### src/rtl/seq_detect_param.sv
// -----------------------------------------------------------------------------
// seq_detect_param
//
// Parametrised serial pattern detector. A 1-bit stream (din, qualified by
// din_vld) is shifted into a history window and compared against a pattern
// loaded at run time. A registered one-cycle strobe (dout) marks every match
// and a saturating counter (match_cnt) tallies matches since the last load.
//
// Parameters:
//   PAT_W  pattern length in bits (2..16)
//   CNT_W  width of the saturating match counter
//
// Ports:
//   clk          system clock, rising edge
//   clr_n        asynchronous active-low reset
//   en           detector enable; 0 returns the detector to IDLE
//   cfg_load     latch cfg_pat/cfg_overlap (and cfg_mask) and clear
//                match_cnt; only honoured while en=0
//   cfg_pat      pattern; bit PAT_W-1 is the first bit on the stream
//   cfg_overlap  1 = overlapping matches, 0 = restart after each match
//   cfg_mask     (SEQ_MASK_EN only) per-position don't-care mask
//   din_vld      din is sampled on this edge
//   din          serial data bit
//   dout         registered match strobe
//   match_cnt    saturating number of matches since the last cfg_load
//   state        00 IDLE, 01 FILL, 10 RUN
//
// Build option:
//   SEQ_MASK_EN  when defined, adds cfg_mask; masked positions are ignored in
//                the compare. When undefined the compare is exact.
// -----------------------------------------------------------------------------
module seq_detect_param #(
    parameter int PAT_W = 5,
    parameter int CNT_W = 8
) (
    input  logic             clk,
    input  logic             clr_n,
    input  logic             en,
    input  logic             cfg_load,
    input  logic [PAT_W-1:0] cfg_pat,
    input  logic             cfg_overlap,
`ifdef SEQ_MASK_EN
    input  logic [PAT_W-1:0] cfg_mask,
`endif
    input  logic             din_vld,
    input  logic             din,
    output logic             dout,
    output logic [CNT_W-1:0] match_cnt,
    output logic [1:0]       state
);

    localparam int FILL_W = (PAT_W > 1) ? $clog2(PAT_W) : 1;
    // fill never needs to hold PAT_W itself: the bit that would take it
    // there moves the FSM to RUN instead.
    localparam logic [FILL_W-1:0] FILL_LAST = FILL_W'(PAT_W - 1);

    typedef enum logic [1:0] {
        ST_IDLE = 2'b00,
        ST_FILL = 2'b01,
        ST_RUN  = 2'b10
    } state_t;

    state_t             state_q,   state_d;
    logic [PAT_W-1:0]   pat_q,     pat_d;
    logic               overlap_q, overlap_d;
    logic [PAT_W-1:0]   hist_q,    hist_d;
    logic [FILL_W-1:0]  fill_q,    fill_d;
    logic               dout_q,    dout_d;
    logic [CNT_W-1:0]   cnt_q,     cnt_d;
    logic [PAT_W-1:0]   mask_q;
`ifdef SEQ_MASK_EN
    logic [PAT_W-1:0]   mask_d;
`else
    assign mask_q = '0;
`endif

    logic [PAT_W-1:0]   hist_next;
    logic               cfg_take;
    logic               cmp_window;
    logic               match;
    // The oldest history bit is shifted out before it is ever compared.
    logic               hist_msb_unused;

    assign hist_msb_unused = hist_q[PAT_W-1];
    assign hist_next  = {hist_q[PAT_W-2:0], din};
    assign cfg_take   = cfg_load & ~en;
    // The compare is live in RUN, and in FILL only for the bit that completes
    // the first full window.
    assign cmp_window = (state_q == ST_RUN) ||
                        ((state_q == ST_FILL) && (fill_q == FILL_LAST));
    // en=0 wins over a same-cycle data bit.
    assign match      = en && din_vld && cmp_window &&
                        (((hist_next ^ pat_q) & ~mask_q) == '0);

    // ---------------------------------------------------------------- state
    always_ff @(posedge clk or negedge clr_n) begin
        if (!clr_n) begin
            state_q   <= ST_IDLE;
            pat_q     <= '0;
            overlap_q <= 1'b0;
            hist_q    <= '0;
            fill_q    <= '0;
            dout_q    <= 1'b0;
            cnt_q     <= '0;
`ifdef SEQ_MASK_EN
            mask_q    <= '0;
`endif
        end else begin
            state_q   <= state_d;
            pat_q     <= pat_d;
            overlap_q <= overlap_d;
            hist_q    <= hist_d;
            fill_q    <= fill_d;
            dout_q    <= dout_d;
            cnt_q     <= cnt_d;
`ifdef SEQ_MASK_EN
            mask_q    <= mask_d;
`endif
        end
    end

    // ----------------------------------------------------------- next state
    always_comb begin
        state_d   = state_q;
        pat_d     = pat_q;
        overlap_d = overlap_q;
        hist_d    = hist_q;
        fill_d    = fill_q;
        dout_d    = 1'b0;
        cnt_d     = cnt_q;
`ifdef SEQ_MASK_EN
        mask_d    = mask_q;
`endif

        if (cfg_take) begin
            pat_d     = cfg_pat;
            overlap_d = cfg_overlap;
            cnt_d     = '0;
`ifdef SEQ_MASK_EN
            mask_d    = cfg_mask;
`endif
        end else if (match && (cnt_q != '1)) begin
            cnt_d = cnt_q + CNT_W'(1);
        end

        case (state_q)
            ST_IDLE: begin
                if (en) begin
                    state_d = ST_FILL;
                    hist_d  = '0;
                    fill_d  = '0;
                end
            end
            ST_FILL, ST_RUN: begin
                if (!en) begin
                    state_d = ST_IDLE;
                    hist_d  = '0;
                    fill_d  = '0;
                end else if (din_vld) begin
                    hist_d = hist_next;
                    if (match) begin
                        dout_d = 1'b1;
                        if (!overlap_q) begin
                            // Non-overlapping: matched bits are not reused.
                            state_d = ST_FILL;
                            fill_d  = '0;
                        end else begin
                            state_d = ST_RUN;
                        end
                    end else if (state_q == ST_FILL) begin
                        if (fill_q == FILL_LAST) begin
                            state_d = ST_RUN;
                        end else begin
                            fill_d = fill_q + FILL_W'(1);
                        end
                    end
                end
            end
            default: begin
                state_d = ST_IDLE;
                hist_d  = '0;
                fill_d  = '0;
            end
        endcase
    end

    // --------------------------------------------------------------- outputs
    always_comb begin
        dout      = dout_q;
        match_cnt = cnt_q;
        state     = state_q;
    end

endmodule
### config.mk
export PLATFORM = sky130hd
export DESIGN_NAME = seq_detect_param
export DESIGN_NICKNAME = d
export VERILOG_FILES = /design/src/rtl/seq_detect_param.sv
export SDC_FILE = /design/constraint.sdc
export NUM_CORES = 1
export LEC_CHECK = 0
export CAP_MARGIN = 10
export CELL_PAD_IN_SITES_DETAIL_PLACEMENT = 1
export CELL_PAD_IN_SITES_GLOBAL_PLACEMENT = 1
export CORE_MARGIN = 2
export CORE_UTILIZATION = 39
export CTS_CLUSTER_SIZE = 24
export DETAILED_ROUTE_END_ITERATION = 12
export GPL_TIMING_DRIVEN = 0
export HOLD_SLACK_MARGIN = 0.02
export PLACE_DENSITY = 0.8
export SLEW_MARGIN = 20
export SYNTH_ARGS = -nofsm -noshare
export SYNTH_HDL_FRONTEND = slang
export SYNTH_SLANG_ARGS = --single-unit
export TNS_END_PERCENT = 10
### constraint.sdc
create_clock -name clk -period 3.3 [get_ports clk]
set_clock_uncertainty 0.1 [all_clocks]
set_input_delay 0.33 -clock clk [delete_from_list [all_inputs] [get_ports clk]]
set_output_delay 0.33 -clock clk [all_outputs]
set_load 0.05 [all_outputs]
==> results.cfg, run 1 <==
[run_status]
status = completed

[power_and_ir_drop]
p_leak_nw = 0.7614
irDropWorstVdd_mv = 0.3747
powerDensity_nw_per_um2 = 534.5

[synth]
synth.most_common_cell = nand2_1
ys_ff_latch = 24
yosys.cell_types.count = 39
syn_nets = 158
synth_common_cells = nand2_1 (28), dfrtp_1 (24), inv_1 (10), nor2_1 (10), ha_1 (7)
synth_top_area_cell = dfrtp_1
synth_area_leaders = dfrtp_1 (45%), nand2_1 (7.9%), ha_1 (6.6%)
async_flop_share_pct = 100.0
ys.flop_type = dfrtp_1
synth.avg_cell_area_um2 = 9.551
synth_warnings = 0
yosys.area.top_type_share_pct = 45.24
syn_area_um2 = 1328
synth_edf_count = 0
ys_seq_area_share_pct = 45.24
synthCells = 139

[clocking]
numCtsBuffers = 3
clock_latency_ns = 0.32
cts_tree = built
clock-sinks = 24
postCtsSetupRepairBufs = 0
root_buffer = clkbuf_4
cts_buffer_depth = 2
hold_buffers = 0
clkTransAtPathRegs_ns = 0.13
cts_resized = 0
htreeDepth = 1

[finish]
final_cell_area_um2 = 1637
drive_gt1_share_pct = 9.091
finalCoreUtilization_pct = 49.43
diodes = 0
n_fill_cell = 403
nNetsFinal = 185
synthToLayoutAreaGrowth_pct = 23.28

[floorplanning]
die-area_um2 = 3886
dieWidth_um = 62.34
start_util_pct = 40.10
core_area_um2 = 3311
rows = 21
die_h_um = 62.34
io_pins = 23

[timing]
finalCriticalPeriod_ns = 2.815
final_max_slew_viol_count = 0
hold_viol = 0
tns_ns = 0
worstMarginPinSlew_ns = 0.7571
setup_viol = 0
slew_headroom_pct = 49.14
rsz0062_at_grt = false
fmax_mhz = 355.2
finalCritPeriodShare_pct = 85.31

[route]
first_pass_iters = 4
routed_via_density = 5.355
post_drt_wl_per_cell_um = 15.09
drc = 0
wirelength_um = 3185
drt_first_iter_violations = 47
vias = 1130
ant_nets = 0

[grt]
grt_max_degree = 25
grt_pass1_vias = 1155
grt.overflow.total = 0
antenna_found_initial = 0
grt_pass1_wl_um = 5499
grt_usage_pct = 17.59

[place]
dp.final_hpwl_um = 2439
io_buffer_count = 21
place.gp.congestion = 0.7726
postPlaceCellArea_um2 = 1595

[setup_path]
worstPathMaxFanout = 7
arrival_ns = 2.94
critPathKind = flip-flop to flip-flop
crit_path_end_kind = flip-flop
cp-start-kind = flip-flop
worstPathRequired_ns = 3.42

[min_path]
hp-class = primary input to flip-flop

[flow_run]
maxCapViolCount = 0
-- power by group --
part,switching (mW),internal (mW)
clock,0.0913,0.0676
sequential,0.0310,0.328
combinational,0.215,0.143
total,0.337,0.538
-- worst paths after layout --
path                                  startpoint                       end  slack (ns)  cells past startpoint
setup / recovery            state[0]$_DFFE_PN0P_      state[0]$_DFFE_PN0P_        0.48                      7
hold / removal                                en     hist_q[2]$_DFFE_PN0P_        0.27                      3
setup reg to reg            state[0]$_DFFE_PN0P_      state[0]$_DFFE_PN0P_        0.48                      7
hold reg to reg            hist_q[3]$_DFFE_PN0P_     hist_q[3]$_DFFE_PN0P_        0.42                      2
max in group asynchronous                  clr_n     hist_q[0]$_DFFE_PN0P_        2.32                      2
min in group asynchronous                  clr_n  match_cnt[3]$_DFFE_PN0P_        0.42                      2
-- critical path, cell delays in order, from the launching register on --
cell and delay, ns:
dfrtp_1 0.44, inv_1 0.09, ha_1 0.40, nand2_1 0.29, a2bb2oi_1 0.50, inv_1 0.21
a31oi_1 0.31, mux2_2 0.38
-- cells by family (layout without fill, tap and decap cells) --
kind of cell | count (synthesis) | after routing | synth area share (%)
adders and majority gates | 7 | 7 | 6.597
DFF | 24 | 24 | 45.24
buffers and inverters | 13 | 39 | 4.335
and+or+nand+nor | 57 | 57 | 20.74
muxes | 5 | 5 | 4.335
AOI/OAI and AO/OA | 25 | 25 | 13.48
xor gates and xnor gates | 8 | 8 | 5.278
-- routing by layer --
layer / track usage, % / vias up / share of wire (%)
met2: 31.79 / 18 / 53
li1: - / 538 / -
met4: 6.389 / 0 / 1.6
met5: 0 / - / 0
met3: 2.536 / 6 / 2.8
met1: 21.26 / 568 / 43
-- state kept, by name, indices dropped and copies added (netlist names) --
name,cells
pat_q,5
fill_q,3
state,2
match_cnt,8
hist_q,4
overlap_q,1
dout,1
-- cell type report --
class	count	area, µm²	area share (%)
Sequential cell	24	600.6	36.70
Tap cell	46	57.56	3.517
Buffer	3	20.02	1.223
Clock buffer	4	36.28	2.217
Inverter	10	37.54	2.294
Timing Repair Buffer	22	215.2	13.15
Multi-Input combinational cell	102	669.4	40.90
-- per-stage QoR --
step / hold WS (ns) / total power [mW] / cells / worst slack (ns)
finish: 0.2711 / 0.8748 / 211 / 0.4848
global route: 0.3115 / 0.9283 / 211 / 0.3632
CTS: 0.2905 / 0.8772 / 210 / 0.5284
detailed placement: 0.3896 / 0.7197 / 206 / 0.5114
global placement: 0.3907 / 0.6950 / 206 / 0.5481
floorplan: -0.06559 / 0.6063 / 139 / 0.6795
-- cells in the final DEF (no fill, tap or decap), types with 3 or more instances in the layout --
| master | count |
|---|---|
| clkdlybuf4s50_1 | 20 |
| ha_1 | 7 |
| inv_1 | 10 |
| a31oi_1 | 5 |
| dfrtp_1 | 24 |
| xnor2_1 | 3 |
| xor2_1 | 5 |
| clkbuf_4 | 3 |
| nor2_1 | 10 |
| nand2_1 | 28 |
| o21ai_0 | 5 |
| nand4_1 | 3 |
Power figures use the tool's default switching activity.
==> run 2, diff against run 1 <==
--- a/config.mk
+++ b/config.mk
@@ -9,13 +9,13 @@
 export CELL_PAD_IN_SITES_DETAIL_PLACEMENT = 1
 export CELL_PAD_IN_SITES_GLOBAL_PLACEMENT = 1
 export CORE_MARGIN = 2
-export CORE_UTILIZATION = 39
-export CTS_CLUSTER_SIZE = 24
+export CORE_UTILIZATION = 36
+export CTS_CLUSTER_SIZE = 14
 export DETAILED_ROUTE_END_ITERATION = 12
 export GPL_TIMING_DRIVEN = 0
 export HOLD_SLACK_MARGIN = 0.02
-export PLACE_DENSITY = 0.8
-export SLEW_MARGIN = 20
+export PLACE_DENSITY = 0.78
+export SLEW_MARGIN = 15
 export SYNTH_ARGS = -nofsm -noshare
 export SYNTH_HDL_FRONTEND = slang
 export SYNTH_SLANG_ARGS = --single-unit
==> constraint.sdc (replaced) <==
create_clock -name clk -period 2.42 [get_ports clk]
set_clock_uncertainty 0.1 [all_clocks]
set_input_delay 0.242 -clock clk [delete_from_list [all_inputs] [get_ports clk]]
set_output_delay 0.242 -clock clk [all_outputs]
set_load 0.05 [all_outputs]
==> run 2 against run 1 <==
- non-clock buffer count stayed put
- routed wire length up 3.4%
- combinational power rose by 50%
- total power up 45%
- critical path depth is the same
==> results.cfg, run 2 (synthesized netlist as in run 1, its figures left out) <==
[clocking]
postCtsSetupRepairBufs = 0
root_buffer = clkbuf_8
cts_buffer_depth = 2
clock_latency_ns = 0.26
htreeDepth = 1
cts_tree = built
clkTransAtPathRegs_ns = 0.08
numCtsBuffers = 3
clock-sinks = 24

[timing]
final_max_slew_viol_count = 0
rsz0062_at_grt = true
hold_viol = 0
worstMarginPinSlew_ns = 0.5506
setup_viol = 0
slew_headroom_pct = 63.30
finalCriticalPeriod_ns = 2.357
fmax_mhz = 424.2
finalCritPeriodShare_pct = 97.42
tns_ns = 0

[grt]
grt_pass1_wl_um = 5644
grt.overflow.total = 0
grt_pass1_vias = 1176
antenna_found_initial = 0
grt_max_degree = 25
grt_usage_pct = 17.28

[place]
dp.cells = 208
dp.final_hpwl_um = 2422
io_buffer_count = 21
place.gp.congestion = 0.8083

[floorplanning]
dieWidth_um = 64.73
start_util_pct = 36.81
rows = 22
die_h_um = 64.73
io_pins = 23
core_area_um2 = 3606
die-area_um2 = 4189

[setup_path]
worst-path-buf-inv = 2
arrival_ns = 2.41
cp_slowest_cell = or4_4
max_stage_delay_ns = 0.56
critPathKind = primary input to flip-flop
worstPathRequired_ns = 2.48
crit_path_end_kind = flip-flop
crit_chain = clkdlybuf4s50_1 > xor2_1 > or4_4 > or2_1 > buf_6 > mux2_4 > mux2_2
path_delay_family = simple AND/OR/NAND/NOR gates
r2r_slack_ns = 0.06
cp-start-kind = primary input
worstPathMaxFanout = 10

[finish]
instances_no_fill = 213
diodes = 0
n_fill_cell = 410
nNetsFinal = 185
largest_reg_flops = 8
drive_gt1_share_pct = 14.55
synthToLayoutAreaGrowth_pct = 28.46
final_common_cell = nand2_1
mostFrequentLayoutCells = nand2_1 (27), dfrtp_1 (22), clkdlybuf4s50_1 (20)

[power_and_ir_drop]
irDropWorstVdd_mv = 0.3950
total_power_mw = 1.268
powerDensity_nw_per_um2 = 743.6
p_leak_nw = 0.7646

[flow_run]
maxCapViolCount = 0

[route]
drt_first_iter_violations = 60
post_drt_wl_per_cell_um = 15.46
first_pass_iters = 4
routed_via_density = 5.216
vias = 1111
wirelength_um = 3292
drc = 0
ant_nets = 0

[min_path]
hp-class = primary input to flip-flop

[run_status]
status = completed
## run 2: layer usage
| layer | global-route usage [%] | part of all wire [%] |
|---|---|---|
| met5 | 0 | 0 |
| met1 | 21.96 | 44 |
| met3 | 3.819 | 3.0 |
| met4 | 4.521 | 0.73 |
| met2 | 29.64 | 53 |
## run 2: what timing repair did
item / in CTS / in global routing
endpoints found under the hold margin: 0 / 24
resized for setup: 3 / 4
setup endpoints to repair: 7 / 2
hold buffers: 0 / 1
## run 2: tightest hold or removal path, stage by stage
cell and delay, ns:
buf_2 0.17, nand4_1 0.10, o21ai_0 0.08
## run 2: per-stage QoR
stage	util [%]	area (µm²)	hold slack (ns)	setup slack, ns
floorplan	-	1345	-0.1536	0.01913
global placement	44.80	1615	0.3859	-0.2644
detailed placement	44.80	1615	0.3880	-0.3118
CTS	46.46	1675	0.2527	0.04897
global route	47.29	1705	0.2924	-0.003573
finish	47.29	1705	0.2796	0.06251
## run 2: area by class of cell
class / count / area (µm²) / share of cell area (%)
Tap cell: 48 / 60.06 / 3.522
Multi-Input combinational cell: 102 / 724.4 / 42.48
Buffer: 3 / 20.02 / 1.174
Sequential cell: 24 / 603.1 / 35.36
Timing Repair Buffer: 22 / 215.2 / 12.62
Inverter: 10 / 37.54 / 2.201
Clock buffer: 4 / 45.04 / 2.641
## run 2: path summary, 6_finish.rpt
path	start	to	cells after the start
worst max-delay path	din	fill_q[0]$_DFFE_PN0P_	7
worst min-delay path	en	hist_q[0]$_DFFE_PN0P_	3
worst max register to register	fill_q[1]$_DFFE_PN0P_	fill_q[0]$_DFFE_PN0P_	8
worst min register to register	pat_q[4]$_DFFE_PN0P_	pat_q[4]$_DFFE_PN0P_	2
max in group asynchronous	clr_n	state[0]$_DFFE_PN0P_	2
min in group asynchronous	clr_n	fill_q[1]$_DFFE_PN0P_	2
## run 2: where the power goes
group,internal [mW],switching (mW),total [mW],leakage [nW]
clock network,0.118,0.121,0.238,0.0228
logic,0.228,0.307,0.535,0.423
registers,0.450,0.0447,0.494,0.319
